**config.mk**
```make
export PLATFORM = sky130hd
export DESIGN_NAME = mem_arbiter_flat
export DESIGN_NICKNAME = d
export VERILOG_FILES = /design/src/rtl/mem_arbiter_if.sv /design/src/rtl/mem_arbiter.sv /design/src/flat_wrapper.sv
export SDC_FILE = /design/constraint.sdc
export NUM_CORES = 1
export LEC_CHECK = 0
export ABC_AREA = 1
export ABC_CLOCK_PERIOD_IN_PS = 2600
export CORE_AREA = 2 2 118 120
export DETAILED_ROUTE_END_ITERATION = 10
export DIE_AREA = 0 0 120 122
export HOLD_SLACK_MARGIN = 0.12
export PLACE_DENSITY = 0.86
export SYNTH_ARGS = -nofsm -noshare
export SYNTH_HDL_FRONTEND = slang
export SYNTH_SLANG_ARGS = --single-unit
```
**constraint.sdc**
```tcl
create_clock -name clk -period 2.6 [get_ports clk]
set_input_delay 0.78 -clock clk [delete_from_list [all_inputs] [get_ports clk]]
set_output_delay 0.78 -clock clk [all_outputs]
set_load 0.02 [all_outputs]
```
**src/rtl/mem_arbiter_if.sv**
```systemverilog
// Request-unit and memory-bus signals of mem_arbiter; master is the arbiter's view, slave the environment's.
interface mem_arbiter_if #(
    parameter int ADDR_W = 32,
    parameter int DATA_W = 32
);
    logic                  imem_ren;
    logic [ADDR_W-1:0]     imem_addr;
    logic [DATA_W-1:0]     imem_rdata;
    logic                  i_ready;

    logic                  dmem_ren;
    logic                  dmem_wen;
    logic [ADDR_W-1:0]     dmem_addr;
    logic [DATA_W-1:0]     dmem_wdata;
    logic [DATA_W/8-1:0]   dmem_sel;
    logic [DATA_W-1:0]     dmem_rdata;
    logic                  d_ready;

    logic                  bus_read;
    logic                  bus_write;
    logic [ADDR_W-1:0]     bus_addr;
    logic [DATA_W-1:0]     bus_wdata;
    logic [DATA_W/8-1:0]   bus_sel;
    logic [DATA_W-1:0]     bus_rdata;
    logic                  bus_ack;
    logic                  bus_err;

    modport master (
        input  imem_ren, imem_addr, dmem_ren, dmem_wen, dmem_addr, dmem_wdata, dmem_sel,
        input  bus_rdata, bus_ack,
        output imem_rdata, i_ready, dmem_rdata, d_ready,
        output bus_read, bus_write, bus_addr, bus_wdata, bus_sel, bus_err
    );

    modport slave (
        output imem_ren, imem_addr, dmem_ren, dmem_wen, dmem_addr, dmem_wdata, dmem_sel,
        output bus_rdata, bus_ack,
        input  imem_rdata, i_ready, dmem_rdata, d_ready,
        input  bus_read, bus_write, bus_addr, bus_wdata, bus_sel, bus_err
    );
endinterface

```
**src/rtl/mem_arbiter.sv**
```systemverilog
// Shares one single-outstanding memory bus between fetch and data ports; watchdog built with MEM_ARB_TIMEOUT_EN.
// Latency: strobe 1 cycle after request, ready pulse 1 cycle after bus_ack, 3 cycles minimum per transaction.
// Backpressure: requesters hold their request until ready; the bus cycle waits on bus_ack (or the watchdog).
module mem_arbiter #(
    parameter int ADDR_W         = 32,
    parameter int DATA_W         = 32,
    parameter int TIMEOUT_CYCLES = 64
) (
    input  logic         clk,
    input  logic         rst,
    mem_arbiter_if.master mif
);
    localparam int SEL_W = DATA_W / 8;

    typedef enum logic [1:0] {IDLE, IBUS, DBUS, DONE} state_t;

    typedef struct packed {
        logic [ADDR_W-1:0] addr;
        logic [DATA_W-1:0] wdata;
        logic [SEL_W-1:0]  sel;
        logic              read;
        logic              write;
    } bus_req_t;

    state_t            state, state_nxt;
    bus_req_t          req, req_nxt;
    logic              last_d, last_d_nxt;
    logic [DATA_W-1:0] irdata, irdata_nxt;
    logic [DATA_W-1:0] drdata, drdata_nxt;
    logic              i_rdy, i_rdy_nxt;
    logic              d_rdy, d_rdy_nxt;
    logic              err, err_nxt;
    logic              d_req, grant_d, timeout;
    logic [DATA_W-1:0] rdata_in;

    if (TIMEOUT_CYCLES < 1) begin : g_bad_cfg
        $error("mem_arbiter: TIMEOUT_CYCLES must be at least 1");
    end

`ifdef MEM_ARB_TIMEOUT_EN
    localparam int                CNT_W    = $clog2(TIMEOUT_CYCLES + 1);
    localparam logic [DATA_W-1:0] ERR_DATA = DATA_W'(32'hDEAD_BEEF);

    logic [CNT_W-1:0] cnt;

    // Counter is zero on entry to a bus state and counts ack-less cycles while there.
    always_ff @(posedge clk) begin
        if (rst || !((state == IBUS) || (state == DBUS))) begin
            cnt <= '0;
        end else begin
            cnt <= cnt + CNT_W'(1);
        end
    end

    assign timeout  = !mif.bus_ack && ((state == IBUS) || (state == DBUS))
                      && (cnt == CNT_W'(TIMEOUT_CYCLES - 1));
    assign rdata_in = mif.bus_ack ? mif.bus_rdata : ERR_DATA;
`else
    assign timeout  = 1'b0;
    assign rdata_in = mif.bus_rdata;
`endif

    assign d_req   = mif.dmem_ren | mif.dmem_wen;
    // Data wins a tie unless it also won the previous grant.
    assign grant_d = d_req && (!mif.imem_ren || !last_d);

    always_comb begin
        state_nxt  = state;
        req_nxt    = req;
        last_d_nxt = last_d;
        irdata_nxt = irdata;
        drdata_nxt = drdata;
        i_rdy_nxt  = 1'b0;
        d_rdy_nxt  = 1'b0;
        err_nxt    = 1'b0;
        case (state)
            IDLE: begin
                if (grant_d) begin
                    state_nxt     = DBUS;
                    last_d_nxt    = 1'b1;
                    req_nxt.addr  = mif.dmem_addr;
                    req_nxt.wdata = mif.dmem_wdata;
                    req_nxt.sel   = mif.dmem_wen ? mif.dmem_sel : {SEL_W{1'b1}};
                    req_nxt.write = mif.dmem_wen;
                    req_nxt.read  = !mif.dmem_wen;
                end else if (mif.imem_ren) begin
                    state_nxt     = IBUS;
                    last_d_nxt    = 1'b0;
                    req_nxt.addr  = mif.imem_addr;
                    req_nxt.wdata = '0;
                    req_nxt.sel   = {SEL_W{1'b1}};
                    req_nxt.write = 1'b0;
                    req_nxt.read  = 1'b1;
                end
            end
            IBUS, DBUS: begin
                if (mif.bus_ack || timeout) begin
                    state_nxt     = DONE;
                    req_nxt.read  = 1'b0;
                    req_nxt.write = 1'b0;
                    err_nxt       = !mif.bus_ack;
                    if (state == IBUS) begin
                        i_rdy_nxt = 1'b1;
                        if (req.read) irdata_nxt = rdata_in;
                    end else begin
                        d_rdy_nxt = 1'b1;
                        if (req.read) drdata_nxt = rdata_in;
                    end
                end
            end
            DONE:    state_nxt = IDLE;
            default: state_nxt = IDLE;
        endcase
    end

    always_ff @(posedge clk) begin
        if (rst) begin
            state  <= IDLE;
            req    <= '0;
            last_d <= 1'b0;
            irdata <= '0;
            drdata <= '0;
            i_rdy  <= 1'b0;
            d_rdy  <= 1'b0;
            err    <= 1'b0;
        end else begin
            state  <= state_nxt;
            req    <= req_nxt;
            last_d <= last_d_nxt;
            irdata <= irdata_nxt;
            drdata <= drdata_nxt;
            i_rdy  <= i_rdy_nxt;
            d_rdy  <= d_rdy_nxt;
            err    <= err_nxt;
        end
    end

    assign mif.bus_read   = req.read;
    assign mif.bus_write  = req.write;
    assign mif.bus_addr   = req.addr;
    assign mif.bus_wdata  = req.wdata;
    assign mif.bus_sel    = req.sel;
    assign mif.bus_err    = err;
    assign mif.imem_rdata = irdata;
    assign mif.dmem_rdata = drdata;
    assign mif.i_ready    = i_rdy;
    assign mif.d_ready    = d_rdy;
endmodule

```
**src/flat_wrapper.sv**
```systemverilog
// flat-port wrapper written by rule: the top's interface ports become plain ports
module mem_arbiter_flat 
#(
    parameter int ADDR_W         = 32,
    parameter int DATA_W         = 32,
    parameter int TIMEOUT_CYCLES = 64
)
  (clk, rst, mif_imem_ren, mif_imem_addr, mif_dmem_ren, mif_dmem_wen, mif_dmem_addr, mif_dmem_wdata, mif_dmem_sel, mif_bus_rdata, mif_bus_ack, mif_imem_rdata, mif_i_ready, mif_dmem_rdata, mif_d_ready, mif_bus_read, mif_bus_write, mif_bus_addr, mif_bus_wdata, mif_bus_sel, mif_bus_err);
  mem_arbiter_if #(.ADDR_W(ADDR_W), .DATA_W(DATA_W)) mif_i ();
  input  logic clk;
  input  logic rst;
  input wire logic [$bits(mif_i.imem_ren)-1:0] mif_imem_ren;
  input wire logic [$bits(mif_i.imem_addr)-1:0] mif_imem_addr;
  input wire logic [$bits(mif_i.dmem_ren)-1:0] mif_dmem_ren;
  input wire logic [$bits(mif_i.dmem_wen)-1:0] mif_dmem_wen;
  input wire logic [$bits(mif_i.dmem_addr)-1:0] mif_dmem_addr;
  input wire logic [$bits(mif_i.dmem_wdata)-1:0] mif_dmem_wdata;
  input wire logic [$bits(mif_i.dmem_sel)-1:0] mif_dmem_sel;
  input wire logic [$bits(mif_i.bus_rdata)-1:0] mif_bus_rdata;
  input wire logic [$bits(mif_i.bus_ack)-1:0] mif_bus_ack;
  output wire logic [$bits(mif_i.imem_rdata)-1:0] mif_imem_rdata;
  output wire logic [$bits(mif_i.i_ready)-1:0] mif_i_ready;
  output wire logic [$bits(mif_i.dmem_rdata)-1:0] mif_dmem_rdata;
  output wire logic [$bits(mif_i.d_ready)-1:0] mif_d_ready;
  output wire logic [$bits(mif_i.bus_read)-1:0] mif_bus_read;
  output wire logic [$bits(mif_i.bus_write)-1:0] mif_bus_write;
  output wire logic [$bits(mif_i.bus_addr)-1:0] mif_bus_addr;
  output wire logic [$bits(mif_i.bus_wdata)-1:0] mif_bus_wdata;
  output wire logic [$bits(mif_i.bus_sel)-1:0] mif_bus_sel;
  output wire logic [$bits(mif_i.bus_err)-1:0] mif_bus_err;
  assign mif_i.imem_ren = mif_imem_ren;
  assign mif_i.imem_addr = mif_imem_addr;
  assign mif_i.dmem_ren = mif_dmem_ren;
  assign mif_i.dmem_wen = mif_dmem_wen;
  assign mif_i.dmem_addr = mif_dmem_addr;
  assign mif_i.dmem_wdata = mif_dmem_wdata;
  assign mif_i.dmem_sel = mif_dmem_sel;
  assign mif_i.bus_rdata = mif_bus_rdata;
  assign mif_i.bus_ack = mif_bus_ack;
  assign mif_imem_rdata = mif_i.imem_rdata;
  assign mif_i_ready = mif_i.i_ready;
  assign mif_dmem_rdata = mif_i.dmem_rdata;
  assign mif_d_ready = mif_i.d_ready;
  assign mif_bus_read = mif_i.bus_read;
  assign mif_bus_write = mif_i.bus_write;
  assign mif_bus_addr = mif_i.bus_addr;
  assign mif_bus_wdata = mif_i.bus_wdata;
  assign mif_bus_sel = mif_i.bus_sel;
  assign mif_bus_err = mif_i.bus_err;
  mem_arbiter #(.ADDR_W(ADDR_W), .DATA_W(DATA_W), .TIMEOUT_CYCLES(TIMEOUT_CYCLES)) u_core (.clk(clk), .rst(rst), .mif(mif_i));
endmodule
```
==> summary.md <==
| Metric | Value |
|---|---|
| Achievable clock frequency | 456.2 MHz |
| WL/cell | 14.62 um |
| Die height | 122 um |
| Core ar. | 13500 um^2 |
| Sw Share | 0.3467 |
| FF-to-FF path depth | 7 |
| CTS Sinks | 140 |
| Remaining global-route overflow | 0 |
| Unrepaired setup endpoints after global routing | no |
| Worst hold path startpoint | u_core.mif.bus_wdata[29]$_SDFFE_PP0P_ |
| Max-cap violations | 0 |
| Mapped Nets | 919 |
| Seq/Total Area, Yosys | 0.4883 |
| P_sw | 3.027 mW |
| Setup tns final | 0 ns |
| I/O Buffers | 274 |
| GRT Total Usage | 0.2380 |
| Crit. End Element | output pin |
| Worst clock skew | 0.008564 ns |
| Crit path max-delay family | buffers and inverters |
| Final hold slack | 0.4622 ns |
| Post-synthesis adder-cell area fraction | 0.008720 |
| Sequential power share | 0.327 |
| Gate power share | 0.385 |
| DP Wirelength | 12270 um |
| Gpl congestion | 0.8349 |
| DP Worst Slack | 0.2146 ns |
| Maximum vdd drop | 0.0007002 V |
| Routed WL | 17910 um |
| Gate count after technology mapping | 777 |
| Ys Warns | 0 |
| Worst setup margin | 0.4080 ns |
| Worst r2r dst | u_core.mif.imem_rdata[18]$_SDFFE_PP0P_ |
| Worst skew pair latency | 0.41 ns |
| CTS Buf Count | 17 |
| Status | complete, no violations |
| Total Power | 8.730 mW |
| Starting Density | 0.4250 |
| CP Max Fanout | 2 |
| Mean Syn Cell Area | 7.386 um^2 |
| Min Tclk post-route | 2.192 ns |
| Synth Area in Compound Gates | 0.1278 |
| Slew Limit Fails | 0 |
| Horiz. Die Dim | 120 um |
| CTS Hold Bufs | 0 |
| Endpoints failing setup | 0 |
| Initial antenna violation count | 0 |
| Final period util | 0.8431 |
| Vias in the first global route | 5490 |
| Critical path class | reg2out |
| Arr. time, crit path | 1.41 ns |
| Power Density | 950.9 nW/um^2 |
| Htree depth | 4 |
| Number of synthesized register bits | 140 |
| Slew @ Worst Pin | 0.6181 ns |
| Yosys cell types | 27 |
| # nets final | 1175 |
| CP Cell Sequence | clkdlybuf4s50_1 |
| Ports | 275 |
| CTS tree | done |
| CP max stage cell | clkdlybuf4s50_1 |
| Diode count | 0 |
| Num rows | 43 |
| Post-synthesis mux area share | 0 |
| Slew headroom | 0.5874 |
| Max clock buf depth | 2 |
| Reg2reg setup slack | 0.70 ns |
| Largest net degree at the start of global routing | 56 |
| Via count | 5883 |
| Clock Pin Slew Worst Setup and Hold Paths | 0.06 ns |
| Main combinational cell family by area after synthesis | simple AND/OR/NAND/NOR gates |
| Post-cts resize count | 0 |
| Post-route ant nets | 0 |
| Hold Fails Final Rpt | 0 |
| Internal | 5.703 mW |
| Die area | 14640 um^2 |
| Drt pass-1 iters | 5 |
| Root Driver | clkbuf_16 |
| Worst Path Buf+Inv | 1 |
| DR iter-0 viols | 398 |
| Post-Synth Simple-Gate Area | 0.2910 |
| Hold Crit Class | reg2reg |
| Share of layout cells above drive strength 1 | 0.07656 |
| R2R Path Start | u_core.state[0]$_SDFFE_PP0P_ |
| Post-Synth XOR/XNOR Area | 0 |
| First-pass GRT wire length | 27470 um |
| Worst hold endpoint | u_core.mif.bus_wdata[29]$_SDFFE_PP0P_ |
| Cell Area, Synth | 5739 um^2 |
| Clock share of power | 0.288 |
| Hold Crit Depth | 2 |
| DRC viols | 0 |
| Required time of the critical path | 1.82 ns |
| Area Overhead vs Synth | 59.95% |
| Leakage | 3.915 nW |
| Vias per inst | 4.802 |
| Post-CTS setup buffers | 0 |
| Worst Setup Start Kind | flip-flop |
| Slowest stage delay, CP | 0.66 ns |
## state kept, by name, summed over array words and instances, names as in the netlist
signal / count
u_core.mif.i_ready: 1
u_core.mif.dmem_rdata: 32
u_core.mif.bus_write: 1
u_core.state: 2
u_core.mif.bus_wdata: 32
u_core.last_d: 1
u_core.mif.bus_err: 1
u_core.mif.bus_read: 1
u_core.mif.imem_rdata: 32
u_core.mif.bus_addr: 32
u_core.mif.bus_sel: 4
u_core.mif.d_ready: 1
## tightest hold or removal path: cells and delay by family, from the launching register on
| family | cells | cell delay [ns] |
|---|---|---|
| compound gates | 1 | 0.05 |
| flops | 1 | 0.31 |
| simple gates | 1 | 0.06 |
## through the flow
stage	util	cells	area [um^2]
final	0.6798	1225	9180
after global routing	0.6798	1225	9180
after CTS	0.6798	1225	9180
after detailed placement	0.6344	1194	8567
after global placement	0.6344	1194	8567
after floorplan	-	777	5739
## synthesized netlist by cell type
library cell  count  area, um^2
a21boi_4          1       18.77
a21oi_1          26       130.1
a21oi_2           8       70.07
buf_1             1       3.750
buf_2            20       100.1
buf_4             8       60.06
buf_6             4       45.04
buf_8             2       30.03
clkbuf_1         15       56.30
clkbuf_4          1       7.510
conb_1            1       3.750
dfxtp_1         140        2803
ha_1              4       50.05
inv_1            43       161.4
inv_2             4       15.01
nand2_1         114       427.9
nand2_2           2       12.51
nand3_1          17       85.08
nand3_2          19       190.2
nand4_1           1       6.260
nor2_1          237       889.6
nor2_2            1       6.260
nor3_1            4       20.02
nor3_4            2       32.53
o21ai_0          63       315.3
o21ai_1          38       190.2
o21ai_2           1       8.760
## logic make-up after synthesis
kind of cell / after synthesis
and+or+nand+nor: 397
DFF: 140
AOI/OAI and AO/OA: 137
buffers and inverters: 98
adders and majority gates: 4
other: 1
## worst max path at each step
stage | end | from | slack (ns) | cells past startpoint
6_report | mif_bus_sel[3] | u_core.mif.bus_sel[3]$_SDFFE_PP0P_ | 0.41 | 1
4_1_cts | mif_bus_sel[3] | u_core.mif.bus_sel[3]$_SDFFE_PP0P_ | 0.38 | 1
2_1_floorplan | u_core.mif.dmem_rdata[0]$_SDFFE_PP0P_ | rst | 0.97 | 6
3_5_place_dp | u_core.mif.bus_addr[29]$_SDFFE_PP0P_ | mif_dmem_wen | 0.21 | 7
3_3_place_gp | u_core.mif.bus_addr[27]$_SDFFE_PP0P_ | mif_dmem_wen | 0.27 | 7
5_1_grt | mif_bus_read | u_core.mif.bus_read$_SDFFE_PP0P_ | 0.35 | 1
## power by group through the flow
stage	combinational (mW)	sequential, mW	clock [mW]
floorplan	1.42	3.43	0
CTS	3.38	2.86	2.54
finish	3.36	2.86	2.51
detailed placement	3.35	2.90	0
global route	3.64	2.91	2.64
global placement	3.30	2.89	0
## routing by layer
layer / global-route usage / routed length [um]
met1: 0.2708 / 7188
met2: 0.3938 / 8420
met3: 0.1049 / 1830
met4: 0.09191 / 465
met5: 0 / 0
## cells in the final DEF, fill, tap and decap left out, drive strengths merged
master           n
nand4            1
buf             14
dfxtp          140
clkinv           2
o21ai          102
nand3           36
clkinvlp         1
a21oi           34
ha               4
clkbuf          25
bufinv           3
nand2          116
conb             1
nor2           238
a21boi           1
inv             47
clkdlybuf4s50  274
nor3             6
## area by class of cell
class,instances,area (um^2)
clock buffer,25,505.5
multi-input combinational,539,2465
sequential,140,2803
fill,1038,4324
tap,180,225.2
timing repair buffer,288,2898
clock inverter,6,107.6
inverter,47,176.4
No activity file was read; power rests on OpenSTA's default activity.
